==> src/rtl/crash_course_cpu_mem_arbiter_if.sv <==
// Bus bundle between the two requesters, the data memory and the
// crash_course_cpu_mem_arbiter. Port 0 is the CPU, port 1 the loader/debug
// port. The master modport is the environment side (requesters plus memory).
// The slave modport is the arbiter side.
interface crash_course_cpu_mem_arbiter_if;
    logic       p0_req;
    logic       p0_we;
    logic [7:0] p0_addr;
    logic [7:0] p0_wdata;
    logic       p0_gnt;
    logic       p0_rvalid;
    logic [7:0] p0_rdata;

    logic       p1_req;
    logic       p1_we;
    logic [7:0] p1_addr;
    logic [7:0] p1_wdata;
    logic       p1_gnt;
    logic       p1_rvalid;
    logic [7:0] p1_rdata;

    logic [7:0] mem_address;
    logic       mem_store_enable;
    logic [7:0] mem_store_data;
    logic [7:0] mem_load_data;

    modport master (
        output p0_req, p0_we, p0_addr, p0_wdata,
        output p1_req, p1_we, p1_addr, p1_wdata,
        input  p0_gnt, p0_rvalid, p0_rdata,
        input  p1_gnt, p1_rvalid, p1_rdata,
        input  mem_address, mem_store_enable, mem_store_data,
        output mem_load_data
    );

    modport slave (
        input  p0_req, p0_we, p0_addr, p0_wdata,
        input  p1_req, p1_we, p1_addr, p1_wdata,
        output p0_gnt, p0_rvalid, p0_rdata,
        output p1_gnt, p1_rvalid, p1_rdata,
        output mem_address, mem_store_enable, mem_store_data,
        input  mem_load_data
    );
endinterface

==> src/rtl/crash_course_cpu_mem_arbiter.sv <==
// Two-port data-memory arbiter. The CPU (port 0) has priority. The loader
// port (port 1) is guaranteed a slot after MAX_HOLD consecutive CPU grants
// during which it was waiting. Loads return registered data one enabled
// cycle after the grant.
// Optional feature: define CC_MEM_ARB_CONFLICT_COUNT_EN to build a
// saturating 16-bit contention counter. Without the macro, conflict_count
// reads as zero.
module crash_course_cpu_mem_arbiter #(
    parameter int unsigned MAX_HOLD = 4
) (
    input  logic                              clk,
    input  logic                              async_rst_n,
    input  logic                              clk_en,
    input  logic                              system_enabled,
    crash_course_cpu_mem_arbiter_if.slave     bus,
    output logic [15:0]                       conflict_count
);

    typedef enum logic [1:0] {IDLE, OWN0, OWN1} state_t;

    localparam logic [3:0] MaxHold = 4'(MAX_HOLD);

    state_t     state_q, state_d;
    logic [3:0] hold_q, hold_d;
    logic       p0_rvalid_q, p0_rvalid_d;
    logic       p1_rvalid_q, p1_rvalid_d;
    logic [7:0] p0_rdata_q, p0_rdata_d;
    logic [7:0] p1_rdata_q, p1_rdata_d;

    logic grantAllowed;
    logic bothReq;
    logic gnt0;
    logic gnt1;
    logic [3:0] holdBase;

    assign grantAllowed = clk_en && system_enabled;
    assign bothReq      = bus.p0_req && bus.p1_req;

    // Combinational grant: CPU first, loader when it is alone or its wait limit is reached
    always_comb begin
        gnt0 = 1'b0;
        gnt1 = 1'b0;
        if (grantAllowed) begin
            if (bothReq) begin
                if (hold_q == MaxHold) gnt1 = 1'b1;
                else                   gnt0 = 1'b1;
            end else if (bus.p0_req) begin
                gnt0 = 1'b1;
            end else if (bus.p1_req) begin
                gnt1 = 1'b1;
            end
        end
    end

    assign bus.p0_gnt           = gnt0;
    assign bus.p1_gnt           = gnt1;
    assign bus.mem_address      = gnt1 ? bus.p1_addr  : bus.p0_addr;
    assign bus.mem_store_data   = gnt1 ? bus.p1_wdata : bus.p0_wdata;
    assign bus.mem_store_enable = async_rst_n && ((gnt0 && bus.p0_we) || (gnt1 && bus.p1_we));
    assign bus.p0_rvalid        = p0_rvalid_q;
    assign bus.p1_rvalid        = p1_rvalid_q;
    assign bus.p0_rdata         = p0_rdata_q;
    assign bus.p1_rdata         = p1_rdata_q;

    // Next-state: ownership, CPU-streak counter and registered load returns
    always_comb begin
        state_d     = state_q;
        hold_d      = hold_q;
        p0_rvalid_d = p0_rvalid_q;
        p1_rvalid_d = p1_rvalid_q;
        p0_rdata_d  = p0_rdata_q;
        p1_rdata_d  = p1_rdata_q;
        holdBase    = (state_q == OWN1) ? 4'd0 : hold_q;
        if (clk_en) begin
            if (!system_enabled) begin
                state_d     = IDLE;
                hold_d      = 4'd0;
                p0_rvalid_d = 1'b0;
                p1_rvalid_d = 1'b0;
            end else begin
                if (gnt0)      state_d = OWN0;
                else if (gnt1) state_d = OWN1;
                else           state_d = IDLE;

                if (gnt1 || !bus.p1_req) hold_d = 4'd0;
                else if (gnt0)           hold_d = (holdBase == MaxHold) ? holdBase : holdBase + 4'd1;
                else                     hold_d = holdBase;

                p0_rvalid_d = gnt0 && !bus.p0_we;
                p1_rvalid_d = gnt1 && !bus.p1_we;
                if (gnt0 && !bus.p0_we) p0_rdata_d = bus.mem_load_data;
                if (gnt1 && !bus.p1_we) p1_rdata_d = bus.mem_load_data;
            end
        end
    end

    // State registers, frozen while clk_en is low
    always_ff @(posedge clk or negedge async_rst_n) begin
        if (!async_rst_n) begin
            state_q     <= IDLE;
            hold_q      <= 4'd0;
            p0_rvalid_q <= 1'b0;
            p1_rvalid_q <= 1'b0;
            p0_rdata_q  <= 8'h00;
            p1_rdata_q  <= 8'h00;
        end else if (clk_en) begin
            state_q     <= state_d;
            hold_q      <= hold_d;
            p0_rvalid_q <= p0_rvalid_d;
            p1_rvalid_q <= p1_rvalid_d;
            p0_rdata_q  <= p0_rdata_d;
            p1_rdata_q  <= p1_rdata_d;
        end
    end

`ifdef CC_MEM_ARB_CONFLICT_COUNT_EN
    logic [15:0] conflict_q, conflict_d;

    // Count enabled cycles in which both ports competed for a grant
    always_comb begin
        conflict_d = conflict_q;
        if (grantAllowed && bothReq && conflict_q != 16'hFFFF) conflict_d = conflict_q + 16'd1;
    end

    // Contention counter register
    always_ff @(posedge clk or negedge async_rst_n) begin
        if (!async_rst_n)  conflict_q <= 16'h0000;
        else if (clk_en)   conflict_q <= conflict_d;
    end

    assign conflict_count = conflict_q;
`else
    assign conflict_count = 16'h0000;
`endif

endmodule

==> src/flat_wrapper.sv <==
// flat-port wrapper written by rule: the top's interface ports become plain ports
module crash_course_cpu_mem_arbiter_flat 
#(
    parameter int unsigned MAX_HOLD = 4
)
  (clk, async_rst_n, clk_en, system_enabled, conflict_count, bus_p0_req, bus_p0_we, bus_p0_addr, bus_p0_wdata, bus_p1_req, bus_p1_we, bus_p1_addr, bus_p1_wdata, bus_p0_gnt, bus_p0_rvalid, bus_p0_rdata, bus_p1_gnt, bus_p1_rvalid, bus_p1_rdata, bus_mem_address, bus_mem_store_enable, bus_mem_store_data, bus_mem_load_data);
  crash_course_cpu_mem_arbiter_if bus_i ();
  input  logic clk;
  input  logic async_rst_n;
  input  logic clk_en;
  input  logic system_enabled;
  output logic [15:0] conflict_count;
  input wire logic [$bits(bus_i.p0_req)-1:0] bus_p0_req;
  input wire logic [$bits(bus_i.p0_we)-1:0] bus_p0_we;
  input wire logic [$bits(bus_i.p0_addr)-1:0] bus_p0_addr;
  input wire logic [$bits(bus_i.p0_wdata)-1:0] bus_p0_wdata;
  input wire logic [$bits(bus_i.p1_req)-1:0] bus_p1_req;
  input wire logic [$bits(bus_i.p1_we)-1:0] bus_p1_we;
  input wire logic [$bits(bus_i.p1_addr)-1:0] bus_p1_addr;
  input wire logic [$bits(bus_i.p1_wdata)-1:0] bus_p1_wdata;
  output wire logic [$bits(bus_i.p0_gnt)-1:0] bus_p0_gnt;
  output wire logic [$bits(bus_i.p0_rvalid)-1:0] bus_p0_rvalid;
  output wire logic [$bits(bus_i.p0_rdata)-1:0] bus_p0_rdata;
  output wire logic [$bits(bus_i.p1_gnt)-1:0] bus_p1_gnt;
  output wire logic [$bits(bus_i.p1_rvalid)-1:0] bus_p1_rvalid;
  output wire logic [$bits(bus_i.p1_rdata)-1:0] bus_p1_rdata;
  output wire logic [$bits(bus_i.mem_address)-1:0] bus_mem_address;
  output wire logic [$bits(bus_i.mem_store_enable)-1:0] bus_mem_store_enable;
  output wire logic [$bits(bus_i.mem_store_data)-1:0] bus_mem_store_data;
  input wire logic [$bits(bus_i.mem_load_data)-1:0] bus_mem_load_data;
  assign bus_i.p0_req = bus_p0_req;
  assign bus_i.p0_we = bus_p0_we;
  assign bus_i.p0_addr = bus_p0_addr;
  assign bus_i.p0_wdata = bus_p0_wdata;
  assign bus_i.p1_req = bus_p1_req;
  assign bus_i.p1_we = bus_p1_we;
  assign bus_i.p1_addr = bus_p1_addr;
  assign bus_i.p1_wdata = bus_p1_wdata;
  assign bus_p0_gnt = bus_i.p0_gnt;
  assign bus_p0_rvalid = bus_i.p0_rvalid;
  assign bus_p0_rdata = bus_i.p0_rdata;
  assign bus_p1_gnt = bus_i.p1_gnt;
  assign bus_p1_rvalid = bus_i.p1_rvalid;
  assign bus_p1_rdata = bus_i.p1_rdata;
  assign bus_mem_address = bus_i.mem_address;
  assign bus_mem_store_enable = bus_i.mem_store_enable;
  assign bus_mem_store_data = bus_i.mem_store_data;
  assign bus_i.mem_load_data = bus_mem_load_data;
  crash_course_cpu_mem_arbiter #(.MAX_HOLD(MAX_HOLD)) u_core (.clk(clk), .async_rst_n(async_rst_n), .clk_en(clk_en), .system_enabled(system_enabled), .bus(bus_i), .conflict_count(conflict_count));
endmodule
==> config.mk <==
export PLATFORM = sky130hd
export DESIGN_NAME = crash_course_cpu_mem_arbiter_flat
export DESIGN_NICKNAME = d
export VERILOG_FILES = /design/src/rtl/crash_course_cpu_mem_arbiter_if.sv /design/src/rtl/crash_course_cpu_mem_arbiter.sv /design/src/flat_wrapper.sv
export SDC_FILE = /design/constraint.sdc
export NUM_CORES = 1
export LEC_CHECK = 0
export BUFFER_PORTS_ARGS = -buffer_cell sky130_fd_sc_hd__buf_2
export CORE_ASPECT_RATIO = 0.75
export CORE_MARGIN = 10
export CORE_UTILIZATION = 44
export DETAILED_ROUTE_END_ITERATION = 7
export PLACE_DENSITY = 0.91
export SLEW_MARGIN = 20
export SYNTH_ARGS = -nofsm -noshare
export SYNTH_HDL_FRONTEND = slang
export SYNTH_SLANG_ARGS = --single-unit
==> constraint.sdc <==
create_clock -name clk -period 4.5 [get_ports clk]
set_input_delay 0.45 -clock clk [delete_from_list [all_inputs] [get_ports clk]]
set_output_delay 0.45 -clock clk [all_outputs]
set_load 0.01 [all_outputs]
== Word level (Yosys, flattened, before mapping) ==
Index checks and enable logic that the tools add are counted.

* Register bits: 24
* Input port bits: 48
* Output and inout port bits: 53
* Word-level logic and storage cells: 45

* Add/sub/neg operators: 1
* Eq/ne operators: 3
* Multiplexer cells: 21
* Reductions and logical operators: 14

{| class="wikitable"
|+ Operator list
! kind !! count
|-
| 4-bit two-way mux || 5
|-
| 8-bit two-way mux || 2
|-
| 1-bit two-way mux || 11
|-
| 4-bit by 3-bit == test with 1-bit output (second input constant) || 2
|-
| 1-bit logical AND || 7
|-
| 2-bit two-way mux || 3
|-
| 3-bit AND reduction || 2
|-
| 4-bit by 1-bit adder with 4-bit output (second input constant) || 1
|-
| 1-bit zero test || 3
|-
| 2-bit == test (second input constant) || 1
|-
| 1-bit logical OR || 2
|}

== Depth between registers and ports, before layout ==
* Depth after elaboration: 7
* Depth in mapped cells: 8
* Mapped depth without buffers: 8

== Worst setup path after synthesis ==
OpenSTA, ideal clock, no wires.

* Path kind: flip-flop to output port
* Start: register u_core.hold_q[0]
* End: output port bus_mem_address[0]
* Arrival: 1.511 ns
* Data required time: 4.050 ns
* Setup slack: 2.539 ns
* Cell stages (with the launch flop): 6
* Buffers on the path: 2
* Cells stage by stage: dfrtp_1 nor4b_4 o21ba_2 buf_6 buf_8 mux2_2

* Word-level cells in the longest chain between the ends: 5

{| class="wikitable"
|+ Ends and longest elaborated chain
! element !! line !! text
|-
| start, declared || crash_course_cpu_mem_arbiter.sv:24 || <nowiki>logic [3:0] hold_q, hold_d;</nowiki>
|-
| start signal, assigned || crash_course_cpu_mem_arbiter.sv:108 || <nowiki>hold_q <= hold_d;</nowiki>
|-
| 4-bit by 3-bit == test with 1-bit output || crash_course_cpu_mem_arbiter.sv:45 || <nowiki>if (hold_q == MaxHold) gnt1 = 1'b1;</nowiki>
|-
| 1-bit two-way mux || crash_course_cpu_mem_arbiter.sv:45 ||
|-
| 1-bit two-way mux || crash_course_cpu_mem_arbiter.sv:44 || <nowiki>if (bothReq) begin</nowiki>
|-
| 1-bit two-way mux || crash_course_cpu_mem_arbiter.sv:43 || <nowiki>if (grantAllowed) begin</nowiki>
|-
| net bus_p1_gnt || flat_wrapper.sv:24 || <nowiki>output wire logic [$bits(bus_i.p1_gnt)-1:0] bus_p1_gnt;</nowiki>
|-
| 8-bit two-way mux || crash_course_cpu_mem_arbiter.sv:57 || <nowiki>assign bus.mem_address = gnt1 ? bus.p1_addr : bus.p0_addr;</nowiki>
|-
| end, declared || flat_wrapper.sv:27 || <nowiki>output wire logic [$bits(bus_i.mem_address)-1:0] bus_mem_address;</nowiki>
|}

The timed path passes the listed nets, and every way through them passes these cells.

== Final worst setup path ==
* Start: register u_core.hold_q[0]
* End: output port bus_mem_store_data[4]

* Word-level cells in the longest chain between the ends: 5

{| class="wikitable"
|+ Ends and longest elaborated chain
! element !! line !! text
|-
| 4-bit by 3-bit == test with 1-bit output || crash_course_cpu_mem_arbiter.sv:45 ||
|-
| 1-bit two-way mux || crash_course_cpu_mem_arbiter.sv:45 ||
|-
| 1-bit two-way mux || crash_course_cpu_mem_arbiter.sv:44 ||
|-
| 1-bit two-way mux || crash_course_cpu_mem_arbiter.sv:43 ||
|-
| 8-bit two-way mux || crash_course_cpu_mem_arbiter.sv:58 || <nowiki>assign bus.mem_store_data = gnt1 ? bus.p1_wdata : bus.p0_wdata;</nowiki>
|-
| end, declared || flat_wrapper.sv:29 || <nowiki>output wire logic [$bits(bus_i.mem_store_data)-1:0] bus_mem_store_data;</nowiki>
|}

Every way passes these cells.

==> run summary <==
Status: finished clean
CTS tree: yes
Worst VDD drop: 0.2492 mV
Antenna diodes: 0
Stages on the worst setup path: 4
Synth warn: 0
Vias per cell: 4.822
Worst-Skew Late Latency: 0.26 ns
Drt first pass iters: 4
Die Y: 69.27 um
Antenna viol nets, final: 0
Remaining routing DRC violations: 0
Ys async rst share: 100.0%
GPL Wtd Cong: 0.8094
Initial Util: 47.14%
H-tree Lvls: 1
CP Launch Type: flop
PortBufs: 84
Fmax: 391.5 MHz
Die X: 85.69 um
Setup Buffers After CTS: 0
Mapped Cells: 119
Crit path to: bus_mem_store_data[4]
Total die area: 5935 um^2
GR Overflow Total: 0
Worst Hold Class: input pin to asynchronous set/reset pin
R2R cell count: 4
Max incr delay on CP: 0.48 ns
Synth Flop Type: dfrtp_1
Core area: 3020 um^2
# IOs: 101
Tcrit/Tclk final: 56.76%
First-pass GRT wire length: 6741 um
Routed wire length: 4109 um
Crit-path max FO: 20
Design Power: 0.6163 mW
Clk buf depth: 2
Delay-heaviest family, CP: compound AO/OA/AOI/OAI gates
FF-to-FF setup slack: 2.26 ns
Initial antenna violation count: 0
Slew HR: 64.51%
Crit path time final: 2.554 ns
Clk root buf: clkbuf_8
Post-synthesis sequential area ratio: 42.18%
Post-synth EDFFs: 0
Avg Inst Size Synth: 11.97 um^2
FP Rows: 17
Initial detailed-routing violation count: 43
Final setup vio count: 0
Crit. End Element: output port
Pwr dens: 331.0 nW/um^2
Pin count of the biggest net entering global routing: 26
Worst Path Buf+Inv: 1
Synth area leader: dfrtp_1
Clk slew on worst S/H paths: 0.08 ns
Syn Std Cell Area: 1424 um^2
FF+latch count, synth: 24
CP Launch Point: u_core.hold_q[0]
Setup TNS: 0 ns
Sink Count: 24
CP cell instances: nor4b_4 -> o21ba_2 -> mux2_2 -> buf_2
WL/cell: 17.05 um
Dpl hpwl: 3445 um
Unrepaired setup endpoints after global routing: false
Slew Limit Fails: 0
Worst hold slack: 0.1580 ns
WP data arrival: 2.10 ns
Critical path's slowest cell: o21ba_2
Largest cells by area after synthesis: dfrtp_1 42%, mux2_2 25%, buf_4 8.4%
Area share of the largest cell type after synthesis: 42.18%
Worst slew pin tran: 0.5323 ns
Req. time, crit path: 4.05 ns
Critical path class: flop to output port
Final-report hold violation count: 0
Area added between synthesis and finish: 30.76%
Total Routing Usage GR: 13.44%
Share of layout cells above drive strength 1: 61.58%
Max Clock Skew: 0.003181 ns
Post-synth cell types: 33
Number of CTS-inserted buffers: 3
Layout fillers: 241
Hold_buf cts: 0
Max-cap violations: 0
Resized Gates After CTS: 0
Reg2Reg Capture Point: u_core.bus.p1_rdata[7]
Vias in the first global route: 1,355
Layout Nets: 254
Leakage: 1.010 nW
Via count: 1,162
Worst reg2reg startpoint: u_core.hold_q[0]
==> layout make-up <==
cell class              instances  area (um^2)  share of cell area, %
clock buffers                   3        41.29                  2.218
clock inverters                 1        30.03                  1.613
inverters                       9        33.78                  1.815
multi-input cells              82        688.2                  36.96
flip-flops and latches         24        600.6                  32.26
well taps                      38        47.55                  2.554
repair buffers                 84        420.4                  22.58
==> metrics by stage <==
step / worst slack [ns] / util [%] / instance area, um^2 / instances
3_3_place_gp: 2.309 / 59.28 / 1790 / 237
5_1_grt: 1.818 / 61.64 / 1862 / 241
6_report: 1.946 / 61.64 / 1862 / 241
3_5_place_dp: 2.258 / 59.28 / 1790 / 237
4_1_cts: 1.953 / 61.64 / 1862 / 241
2_1_floorplan: 2.539 / - / 1480 / 134
==> registers in the layout, summed over array words and instances (netlist names) <==
signal                flops
u_core.hold_q             4
u_core.bus.p1_rvalid      1
u_core.bus.p0_rdata       8
u_core.state_q            2
u_core.bus.p1_rdata       8
u_core.bus.p0_rvalid      1
==> worst min-delay path by stage <==
stage	from	end
after floorplan	async_rst_n	u_core.bus.p0_rdata[0]
after global routing	async_rst_n	u_core.bus.p0_rdata[4]
after global placement	async_rst_n	u_core.bus.p1_rdata[4]
after detailed placement	async_rst_n	u_core.bus.p0_rdata[3]
final	async_rst_n	u_core.bus.p1_rdata[4]
after CTS	async_rst_n	u_core.bus.p1_rdata[7]
==> cell usage after synthesis, drive strengths merged, types with 2 or more instances <==
cell,number
a21o,5
buf,19
dfrtp,24
ha,2
inv,9
mux2,32
nand2,2
nand3,4
nand4,2
nor2,2
==> per-layer routing <==
metal | track usage [%] | routed length (um) | vias up
li1 | - | - | 561
met1 | 14.85 | 1553 | 547
met2 | 24.26 | 2166 | 52
met3 | 5.738 | 374 | 2
met4 | 0.5435 | 14 | 0
met5 | 0 | 0 | -
==> cells in the final DEF, fill, tap and decap left out, drive strengths merged <==
cell type / Yosys / final
or3: 1 / 1
nor2: 2 / 2
nand2b: 1 / 1
o2bb2ai: 1 / 1
buf: 19 / 84
nand2: 2 / 2
mux2: 32 / 32
and2: 1 / 1
nand3: 4 / 4
o22ai: 1 / 1
ha: 2 / 2
and2b: 1 / 1
o32ai: 1 / 1
a2111oi: 1 / 1
conb: 1 / 16
dfrtp: 24 / 24
inv: 9 / 9
clkbuf: 0 / 3
nor2b: 1 / 1
a21boi: 1 / 1
nand4: 2 / 2
o21ba: 1 / 1
a22oi: 1 / 1
nor4bb: 1 / 1
bufinv: 0 / 1
nor4b: 1 / 1
a211oi: 1 / 1
a21o: 5 / 5
o31a: 1 / 1
a211o: 1 / 1
==> where the power goes <==
group	leakage [nW]	internal, mW	switching (mW)	total (mW)
Clock	0.0357	0.119	0.0665	0.185
Combinational	0.671	0.0810	0.0792	0.160
Sequential	0.303	0.251	0.0194	0.271
Total	1.01	0.451	0.165	0.616
==> kinds of logic (layout without fill, tap and decap cells) <==
kind of cell | count (synthesis) | count (layout) | share of synthesized area, %
other | 1 | 16 | 0.2634
adder cells (fa/ha/maj) | 2 | 2 | 1.757
AO/OA/AOI/OAI | 15 | 15 | 8.525
AND/OR/NAND/NOR | 17 | 17 | 8.525
multiplexers | 32 | 32 | 25.31
flip-flops | 24 | 24 | 42.18
buffers and inverters | 28 | 97 | 13.44
No activity file was read; power rests on OpenSTA's default activity.
